==> src/rtl/led_pwm_pio.sv <==
// ----------------------------------------------------------------------------
// led_pwm_pio
//   Avalon-MM slave register block driving WIDTH LED lines. Each channel is
//   either static (DATA bit) or PWM-dimmed against its own DUTY value, all
//   sharing one prescaled PWM timebase.
//
//   Optional feature: define LED_PWM_PIO_BLINK_EN to add the BLINK register
//   and a blink phase that toggles on every PWM period wrap, gating the
//   selected channels off during the odd phase.
//
// Register map (word address):
//   0       DATA[WIDTH-1:0]
//   1       MODE[WIDTH-1:0]     0 = static, 1 = PWM
//   2       PRESCALE[PRESC_BITS-1:0]  (write also restarts the timebase)
//   3       BLINK[WIDTH-1:0]    (only with LED_PWM_PIO_BLINK_EN, else reads 0)
//   4+i     DUTY_i[PWM_BITS-1:0]
//
// Ports:
//   clk_clk        system clock
//   reset_reset_n  synchronous active-low reset
//   avs_address    word address
//   avs_read       read strobe, readdata valid one cycle later
//   avs_write      write strobe
//   avs_writedata  write data
//   avs_readdata   registered read data, held until the next read
//   leds_export    registered LED drive, active high
// ----------------------------------------------------------------------------
module led_pwm_pio #(
    parameter int WIDTH      = 8,
    parameter int PWM_BITS   = 8,
    parameter int PRESC_BITS = 16,
    parameter int ADDR_BITS  = 5
) (
    input  logic                 clk_clk,
    input  logic                 reset_reset_n,
    input  logic [ADDR_BITS-1:0] avs_address,
    input  logic                 avs_read,
    input  logic                 avs_write,
    input  logic [31:0]          avs_writedata,
    output logic [31:0]          avs_readdata,
    output logic [WIDTH-1:0]     leds_export
);

    localparam logic [ADDR_BITS-1:0] A_DATA  = ADDR_BITS'(0);
    localparam logic [ADDR_BITS-1:0] A_MODE  = ADDR_BITS'(1);
    localparam logic [ADDR_BITS-1:0] A_PRESC = ADDR_BITS'(2);
    localparam logic [ADDR_BITS-1:0] A_BLINK = ADDR_BITS'(3);

    logic [WIDTH-1:0]      data_r;
    logic [WIDTH-1:0]      mode_r;
    logic [PRESC_BITS-1:0] presc_r;
    logic [PWM_BITS-1:0]   duty_r [WIDTH];

    logic [PRESC_BITS-1:0] presc_cnt;
    logic [PWM_BITS-1:0]   pwm_cnt;
    logic                  tick;
    logic                  presc_wr;

    logic [31:0]           rd_mux;
    logic [WIDTH-1:0]      led_level;
    logic [WIDTH-1:0]      blink_gate;
    logic [WIDTH-1:0]      leds_p1;

`ifdef LED_PWM_PIO_BLINK_EN
    logic [WIDTH-1:0]      blink_r;
    logic                  blink_phase;
`endif

    // Upper write-data bits beyond the widest register are intentionally dropped.
    logic unused_wdata;
    assign unused_wdata = ^avs_writedata;

    assign presc_wr = avs_write && (avs_address == A_PRESC);
    assign tick     = (presc_cnt == presc_r);

    // ---- Register file -----------------------------------------------------
    always_ff @(posedge clk_clk) begin
        if (!reset_reset_n) begin
            data_r  <= '0;
            mode_r  <= '0;
            presc_r <= '0;
            for (int i = 0; i < WIDTH; i++) duty_r[i] <= '0;
`ifdef LED_PWM_PIO_BLINK_EN
            blink_r <= '0;
`endif
        end else if (avs_write) begin
            if (avs_address == A_DATA)  data_r  <= avs_writedata[WIDTH-1:0];
            if (avs_address == A_MODE)  mode_r  <= avs_writedata[WIDTH-1:0];
            if (avs_address == A_PRESC) presc_r <= avs_writedata[PRESC_BITS-1:0];
`ifdef LED_PWM_PIO_BLINK_EN
            if (avs_address == A_BLINK) blink_r <= avs_writedata[WIDTH-1:0];
`endif
            for (int i = 0; i < WIDTH; i++) begin
                if (avs_address == ADDR_BITS'(4 + i))
                    duty_r[i] <= avs_writedata[PWM_BITS-1:0];
            end
        end
    end

    // Read mux works on pre-write register values, so a same-cycle
    // read/write of one address returns the old contents.
    always_comb begin
        rd_mux = '0;
        if (avs_address == A_DATA)  rd_mux[WIDTH-1:0]      = data_r;
        if (avs_address == A_MODE)  rd_mux[WIDTH-1:0]      = mode_r;
        if (avs_address == A_PRESC) rd_mux[PRESC_BITS-1:0] = presc_r;
`ifdef LED_PWM_PIO_BLINK_EN
        if (avs_address == A_BLINK) rd_mux[WIDTH-1:0]      = blink_r;
`endif
        for (int i = 0; i < WIDTH; i++) begin
            if (avs_address == ADDR_BITS'(4 + i))
                rd_mux[PWM_BITS-1:0] = duty_r[i];
        end
    end

    always_ff @(posedge clk_clk) begin
        if (!reset_reset_n)
            avs_readdata <= '0;
        else if (avs_read)
            avs_readdata <= rd_mux;
    end

    // ---- Timebase: prescaler -> PWM counter -> blink phase ------------------
    always_ff @(posedge clk_clk) begin
        if (!reset_reset_n || presc_wr) begin
            presc_cnt <= '0;
            pwm_cnt   <= '0;
`ifdef LED_PWM_PIO_BLINK_EN
            blink_phase <= 1'b0;
`endif
        end else if (tick) begin
            presc_cnt <= '0;
            pwm_cnt   <= pwm_cnt + PWM_BITS'(1);
`ifdef LED_PWM_PIO_BLINK_EN
            if (pwm_cnt == '1) blink_phase <= ~blink_phase;
`endif
        end else begin
            presc_cnt <= presc_cnt + PRESC_BITS'(1);
        end
    end

    // ---- Channel level and output register (stage p1) ----------------------
    always_comb begin
        for (int i = 0; i < WIDTH; i++)
            led_level[i] = mode_r[i] ? (pwm_cnt < duty_r[i]) : data_r[i];
    end

`ifdef LED_PWM_PIO_BLINK_EN
    assign blink_gate = blink_r & {WIDTH{blink_phase}};
`else
    assign blink_gate = '0;
`endif

    always_ff @(posedge clk_clk) begin
        if (!reset_reset_n)
            leds_p1 <= '0;
        else
            leds_p1 <= led_level & ~blink_gate;
    end

    assign leds_export = leds_p1;

endmodule

==> config.mk <==
export PLATFORM = sky130hd
export DESIGN_NAME = led_pwm_pio
export DESIGN_NICKNAME = d
export VERILOG_FILES = /design/src/rtl/led_pwm_pio.sv
export SDC_FILE = /design/constraint.sdc
export NUM_CORES = 1
export LEC_CHECK = 0
export ABC_AREA = 1
export BUFFER_PORTS_ARGS = -buffer_cell sky130_fd_sc_hd__clkbuf_2
export CORE_UTILIZATION = 30
export CTS_CLUSTER_DIAMETER = 100
export CTS_CLUSTER_SIZE = 30
export DETAILED_ROUTE_END_ITERATION = 16
export SYNTH_ARGS = -nofsm -noshare
export SYNTH_HDL_FRONTEND = slang
export SYNTH_SLANG_ARGS = --single-unit
==> constraint.sdc <==
create_clock -name clk_clk -period 4.4 [get_ports clk_clk]
set_input_delay 0.66 -clock clk_clk [delete_from_list [all_inputs] [get_ports clk_clk]]
set_output_delay 0.66 -clock clk_clk [all_outputs]
set_load 0.01 [all_outputs]
* Word-level counts from Yosys, hierarchy flattened
Memories as Yosys holds them, arrays and structs flattened. Index checks and enable logic that the tools add are counted.
Cells by class: multiply operators 0, bitwise logic cells 8, shifts and indexed selects 0, reduce and logical (&&, ||, !) cells 8, order comparisons 8, divide/modulo/power cells 0, $add $sub $neg 2, eq/ne operators 11, mux-type cells 60
Operator list (number):
- 8-bit two-way mux | 18
- 8-bit < comparator | 8
- 1-bit two-way mux | 41
- 5-bit by 3-bit equality test with 1-bit output, second input constant | 4
- 5-bit by 4-bit equality test with 1-bit output, second input constant | 4
- 16-bit by 1-bit adder with 16-bit output, second input constant | 1
- 16-bit equality test | 1
- 16-bit two-way mux | 1
- 8-bit by 1-bit adder with 8-bit output, second input constant | 1
- 1-bit OR | 8
- 2-bit AND reduction | 3
- 5-bit by 1-bit equality test with 1-bit output, second input constant | 1
- 5-bit by 2-bit equality test with 1-bit output, second input constant | 1
- 5-bit zero test | 1
- 2-bit OR reduction | 1
- 1-bit logical AND | 1
- 1-bit zero test | 1
- 1-bit logical OR | 1
Storage, ports and cells: bits in read-only memories 0, output and inout bits 40, register bits 80, memories 1, bits in latches 0, RAM bits 64, logic and storage cells 105
Memory list:
- duty_r | depth 8, width 8, rd ports 8, clocked after Yosys merged registers in 0, write ports 8, line 52 | logic [PWM_BITS-1:0] duty_r [WIDTH];

* Logic depth before layout (Yosys ltp)
Gate-level depths: netlist of run 1.
depth in word-level cells 12, depth in mapped cells 12, mapped depth without buffers 11

* Worst setup path after synthesis of run 1
Ideal clock, no wire load.
kind input -> register, start point in avs_address[0], end point mem duty_r[7][0], in the netlist duty_r[1][24], enable pin, arrival 1.876 ns, required time 4.016 ns, path buffers 1, setup slack 2.140 ns, cell stages on the path 5, path through buf_2 > nand3_1 > nor2_1 > inv_1 > o21ai_0
RTL lines:
- from (decl) | line 36 | input logic [ADDR_BITS-1:0] avs_address,
- to (decl) | line 52

* Worst setup path after layout of run 1
start point in avs_write, end point reg presc_cnt[12]
On the way: cells in the longest elaborated chain, start to end 3
RTL lines:
- from (decl) | line 38 | input logic avs_write,
- 1-bit logical AND | line 73 | assign presc_wr = avs_write && (avs_address == A_PRESC);
- 1-bit logical OR | line 125 | if (!reset_reset_n || presc_wr) begin
- 2-bit OR reduction (no source line)
- to (signal assigned) | line 138 | presc_cnt <= presc_cnt + PRESC_BITS'(1);
- to (decl) | line 54 | logic [PRESC_BITS-1:0] presc_cnt;
Every way passes these cells. A chain may end at the register's enable or synchronous reset.

==> results of run 1 <==
==> cells by family after synthesis <==
| group | Yosys count | share of synthesized area [%] |
|---|---|---|
| other | 1 | 0.04869 |
| AND/OR/NAND/NOR | 369 | 21.92 |
| adder cells (fa/ha/maj) | 58 | 9.423 |
| AO/OA/AOI/OAI | 166 | 12.06 |
| XOR/XNOR | 14 | 1.592 |
| buffers and inverters | 169 | 9.212 |
| flip-flops | 144 | 45.75 |
==> layout by cell type (no fill, tap or decap), drive strengths merged, types with 10 or more instances in the layout <==
master	netlist	layout
xnor2	10	10
a21oi	86	86
nand3	25	25
clkbuf	11	65
nand2	172	172
edfxtp	64	64
nand4	34	34
inv	133	145
o21ai	43	43
nor3	16	16
nor2	107	107
ha	58	58
dfxtp	80	80
o211ai	12	12
conb	1	16
==> metal layers <==
layer / vias to the layer above / track usage, %
met2: 237 / 25.16
met5: - / 0
li1: 3171 / -
met1: 3084 / 24.89
met4: 0 / 5.189
met3: 26 / 3.243
==> flip-flops by register name, indices dropped and copies added (netlist names) <==
register,cells
avs_readdata,16
duty_r,64
presc_r,16
data_r,8
leds_export,8
presc_cnt,16
pwm_cnt,8
mode_r,8
==> power groups by stage <==
stage | Combinational (mW) | Sequential [mW] | Clock, mW
after CTS | 0.350 | 1.52 | 1.49
final | 0.351 | 1.52 | 1.47
after global routing | 0.401 | 1.53 | 1.54
after global placement | 0.339 | 1.55 | 0
after floorplan | 0.247 | 1.53 | 0
after detailed placement | 0.349 | 1.55 | 0
==> worst max-delay path, cell delays in order <==
cell	delay (ps)
clkbuf_2	280
clkinv_1	400
nor2_2	530
inv_2	260
nand2_4	180
inv_4	80
nand2_2	280
nor3b_1	90
==> final cells by class <==
class	instances	area, sq um	share of cell area, %
multi-input combinational	623	3525	40.01
sequential	144	3523	39.99
inverter	134	505.5	5.738
clock buffer	17	425.4	4.829
tap	330	412.9	4.687
timing repair buffer	50	255.2	2.897
clock inverter	15	162.7	1.846
==> worst paths after layout <==
| path | startpoint | endpoint | slack (ps) | cells past startpoint |
|---|---|---|---|---|
| worst max register to register | pwm_cnt[1] | leds_export[6] | 2330 | 7 |
| worst min-delay path | avs_writedata[8] | presc_r[8] | 460 | 3 |
| worst max-delay path | avs_write | presc_cnt[12] | 1930 | 8 |
| worst min register to register | avs_readdata[0] | avs_readdata[0] | 470 | 2 |
==> summary.md, run 1 <==
| Metric | Value |
|---|---|
| I/O Buffers | 48 |
| Clock root buffer | clkbuf_16 |
| First-pass GRT wire length | around 33 mm |
| ANT cells | 0 |
| Clk_lat worst skew | 430 ps |
| Via density | 4.964 |
| Minimum hold slack | ~460 ps |
| Slew Viols, Final | 0 |
| Critical path startpoint category | input pin |
| Synth Flop Type | dfxtp_1 |
| Clk sinks | 144 |
| Post-DP HPWL | roughly 16 mm |
| Sequential cell area fraction in the yosys report | roughly 46% |
| Setup Skew | around 10 ps |
| Max Root-Sink Buffers | 2 |
| Slew HR | around 31% |
| Hold Buf Count CTS | 0 |
| Crit path arrival time | 2780 ps |
| All-Layer GR Usage | between 10% and 20% |
| Core Footprint | approximately 0.025 sq mm |
| Top cell type by total area after synthesis | edfxtp_1 |
| Max IR drop VDD | roughly 0.00027 V |
| DR WL met2 | about 9.3 mm |
| Placed Area | approximately 0.008 sq mm |
| Met3 WL | 1.433 mm |
| Site row count | just under 60 |
| First-pass DRT Iterations | 5 |
| Post-CTS Setup Inserts | 0 |
| GP Congestion | around 0.91 |
| Post-Synthesis Cells | between 900 and 1000 |
| Setup ws final | about 1900 ps |
| Logic gate share of total power | 10.5% |
| Die height | 162.2 um |
| Yosys warns | 0 |
| Minimum clock period | 2473 ps |
| Clock power share | 44.1% |
| CTS buffer count | 17 |
| Die width | 162.2 um |
| Setup TNS Final | 0 ps |
| Worst Path Class, Setup | in2reg |
| Avg WL per Cell | between 15 and 20 um |
| Synth unique cells | 42 |
| # placed instances | around 1300 |
| Final ANT Viol Nets | 0 |
| Pre-CTS setup slack | roughly 1500 ps |
| Resize count post-CTS | 0 |
| Critical path data required time | between 4000 and 5000 ps |
| Filler instances | 2621 |
| Crit Path Max Fanout | 16 |
| DR DRC count | 0 |
| Routed WL | around 22 mm |
| Synth cell count leaders | 167 x nand2_1, 121 x inv_1, 91 x nor2_1, 86 x a21oi_1, 80 x dfxtp_1 |
| Synth top area share | approximately 25% |
| FFs w/ async S/R, synth | 0% |
| #FFs+latches synth | around 140 |
| Pwr dens | between 300 and 400 mW/mm^2 |
| Via count | 6518 |
| LEAKAGE | about 3.8 nW |
| RSZ-0062 raised after global routing | no |
| Max Cap Violations | 0 |
| GRT Residual Overflow | 0 |
| Iter 0 DRT Violations | slightly below 600 |
| F_max | approximately 0.40 GHz |
| Final setup viols | 0 |
| Clock slew at reported path FFs | about 70 ps |
| Io pins | 81 |
| Ranking of synthesized cells by area | edfxtp_1 25%, dfxtp_1 21%, ha_1 9.4% |
| Post-route cell area | slightly below 0.009 sq mm |
| Initial Utilization | just over 30% |
| CP endpoint kind | register |
| Min-Delay Path Class | in2reg |
| Post-layout net count | around 1100 |
| Period Utilization, post-route | a little under three fifths |
| Final hold vios | 0 |
| P_sw | 0.9671 mW |
| CTS tree | built |
| P_int | between 2 and 2.5 mW |
| Sw frac | 28.91% |
| Power Total | about 3.3 mW |
| Layout cells sized above 1 | between 10% and 20% |
| WL met1 | 10.70 mm |
| Util after Layout | 34.98% |
| Count leader, synth | nand2_1 |
| Tightest Pin Transition | approximately 1000 ps |
| Mapped Area | ~0.0077 sq mm |
| Fin cells | around 1300 |
| Status | finished, final reports clean |
| Largest net degree at the start of global routing | 38 |
| Die footprint | roughly 0.026 sq mm |
| Uppermost routed layer | met4 |
| Initial antenna violation count | 0 |
| Avg Cell Area, Syn | 8.362 sq um |
| H-tree levels | 4 |
| Vias in the first global route | just under 6000 |
| Post-synth EDFFs | 64 |
| Sequential Power Share | between 40% and 50% |
| P&R area growth vs syn | 14.39% |
Power figures use the tool's default switching activity.
==> inputs of run 2 (changes only) <==
==> constraint.sdc (replaced) <==
create_clock -name clk_clk -period 2.2 [get_ports clk_clk]
set_input_delay 0.33 -clock clk_clk [delete_from_list [all_inputs] [get_ports clk_clk]]
set_output_delay 0.33 -clock clk_clk [all_outputs]
set_load 0.01 [all_outputs]
==> run 2 against run 1 <==
Clock power is 90% higher. Count of clock-buffer cells in the layout stayed put. Via count is 0.17% lower. Critical path type is now reg2reg. Largest power group unchanged.
==> summary.md, run 2 (synthesis gave the netlist of run 1 again) <==
| Metric | Value |
|---|---|
| Largest Register | duty_r |
| All-Layer GR Usage | between 10% and 20% |
| Post-CTS Setup Inserts | 0 |
| Critical path startpoint category | register |
| Tightest Pin Transition | between 700 and 800 ps |
| Minimum clock period | between 1500 and 2000 ps |
| Minimum hold slack | roughly 130 ps |
| Max IR drop VDD | approximately 0.00047 V |
| Vias in the first global route | 6131 |
| P_sw | about 1.9 mW |
| Slew Viols, Final | 0 |
| Die width | around 160 um |
| Final hold vios | 0 |
| CTS tree | built |
| Avg WL per Cell | between 15 and 20 um |
| Final ANT Viol Nets | 0 |
| Crit path arrival time | approximately 2200 ps |
| I/O Buffers | between 40 and 50 |
| Hold Buf Count CTS | 0 |
| Worst Reg-to-Reg Cells | 10 |
| GRT Residual Overflow | 0 |
| Core Footprint | roughly 0.025 sq mm |
| Worst R2R Start | presc_cnt[0] |
| H-tree levels | 4 |
| Io pins | 81 |
| First-pass GRT wire length | around 34 mm |
| Final setup viols | 0 |
| Max Root-Sink Buffers | 2 |
| Min-Delay Path Class | in2reg |
| Clock slew at reported path FFs | 70 ps |
| GP Congestion | 0.9417 |
| CTS buffer count | 17 |
| Die height | between 150 and 200 um |
| Sequential Power Share | a little under half |
| Slew HR | 50.91% |
| Most common cell after layout, fill and taps aside | nand2_1 |
| Setup Skew | roughly 9.4 ps |
| DR DRC count | 0 |
| Critical R2R Capture | presc_cnt[14] |
| WHS Endpoint | presc_r[8] |
| Hold Crit Start | avs_writedata[8] |
| Clk sinks | around 140 |
| Routed WL | ~22 mm |
| Initial Utilization | ~31% |
| LEAKAGE | about 3.9 nW |
| Filler instances | ~2600 |
| First-pass DRT Iterations | 6 |
| P_int | between 4 and 5 mW |
| Setup slack, reg-to-reg | roughly 360 ps |
| Sw frac | between 20% and 30% |
| Crit Path Max Fanout | 5 |
| Setup TNS Final | 0 ps |
| Worst Path Class, Setup | reg2reg |
| Site row count | just under 60 |
| Logic gate share of total power | around 12% |
| ANT cells | 0 |
| Die footprint | ~0.026 sq mm |
| Via count | ~6500 |
| Post-route cell area | about 0.009 sq mm |
| Clock power share | 42.5% |
| Initial antenna violation count | 0 |
| Post-DP HPWL | 16.09 mm |
| RSZ-0062 raised after global routing | no |
| Resize count post-CTS | 0 |
| Status | finished, final reports clean |
| Period Utilization, post-route | approximately 84% |
| Post-layout net count | about 1100 |
| Clock root buffer | clkbuf_16 |
| Cells on Worst Hold Path | 3 |
| Layout cells sized above 1 | 14.92% |
| Iter 0 DRT Violations | about 550 |
| Largest net degree at the start of global routing | 27 |
| Commonest cells after routing, fill and taps aside | 167 x nand2_1, 121 x inv_1, 91 x nor2_1 |
| Max Cap Violations | 0 |
| Max FFs per register | between 60 and 70 |
| F_max | 0.5429 GHz |
| Placed Area | between 0.008 and 0.009 sq mm |
| Util after Layout | 35.75% |
| Pwr dens | 730.3 mW/mm^2 |
| P&R area growth vs syn | 16.90% |
| CP endpoint kind | register |
| Critical path data required time | roughly 2500 ps |
| Via density | 4.849 |
| Clk_lat worst skew | 420 ps |
## run 2: through the flow
step	power [mW]	worst slack, ps	cells
after floorplan	3.546	270.3	936
after global placement	3.817	138.8	1310
after detailed placement	3.837	106.4	1310
after CTS	6.614	337.7	1342
after global routing	6.858	129.3	1342
final	6.574	358.2	1342
## run 2: cell type report
cell class	count	area [sq um]	share of cell area [%]
Tap cell	330	412.9	4.587
Timing Repair Buffer	79	473.0	5.254
Clock buffer	17	425.4	4.726
Multi-Input combinational cell	623	3525	39.15
Inverter	134	505.5	5.615
Clock inverter	15	137.6	1.529
Sequential cell	144	3523	39.14
## run 2: worst max path at each step
stage | slack, ps | to | from
after CTS | 340 | presc_cnt[14] | presc_cnt[0]
after floorplan | 270 | duty_r[1][24] | avs_address[0]
after global routing | 130 | presc_cnt[14] | presc_cnt[0]
after global placement | 140 | avs_readdata[0] | avs_address[1]
after detailed placement | 110 | avs_readdata[0] | avs_address[1]
final | 360 | presc_cnt[14] | presc_cnt[0]
## run 2: critical path: stages, from the launching register on
cell	delay (ps)
dfxtp_1	390
ha_1	190
nand2_1	70
nor2_1	120
inv_2	60
nor2_4	100
nand4_2	120
nor3b_2	310
nand4_1	160
xor2_1	170
nor2_1	50
## run 2: layer usage
| layer | vias to the layer above | part of all wire (%) | wire length, um | GRT usage (%) |
|---|---|---|---|---|
| li1 | 3225 | - | - | - |
| met1 | 3014 | 47 | 10200 | 24.38 |
| met2 | 229 | 43 | 9332 | 25.62 |
| met3 | 39 | 7.2 | 1568 | 2.962 |
| met4 | 0 | 2.5 | 537 | 7.033 |
| met5 | - | 0 | 0 | 0 |
## run 2: power groups by stage
stage	registers, mW	clock network [mW]	logic [mW]
after CTS	2.99	2.83	0.793
after global routing	3.00	2.96	0.902
final	2.99	2.79	0.794
after floorplan	3.05	0	0.495
after global placement	3.05	0	0.771
after detailed placement	3.05	0	0.789
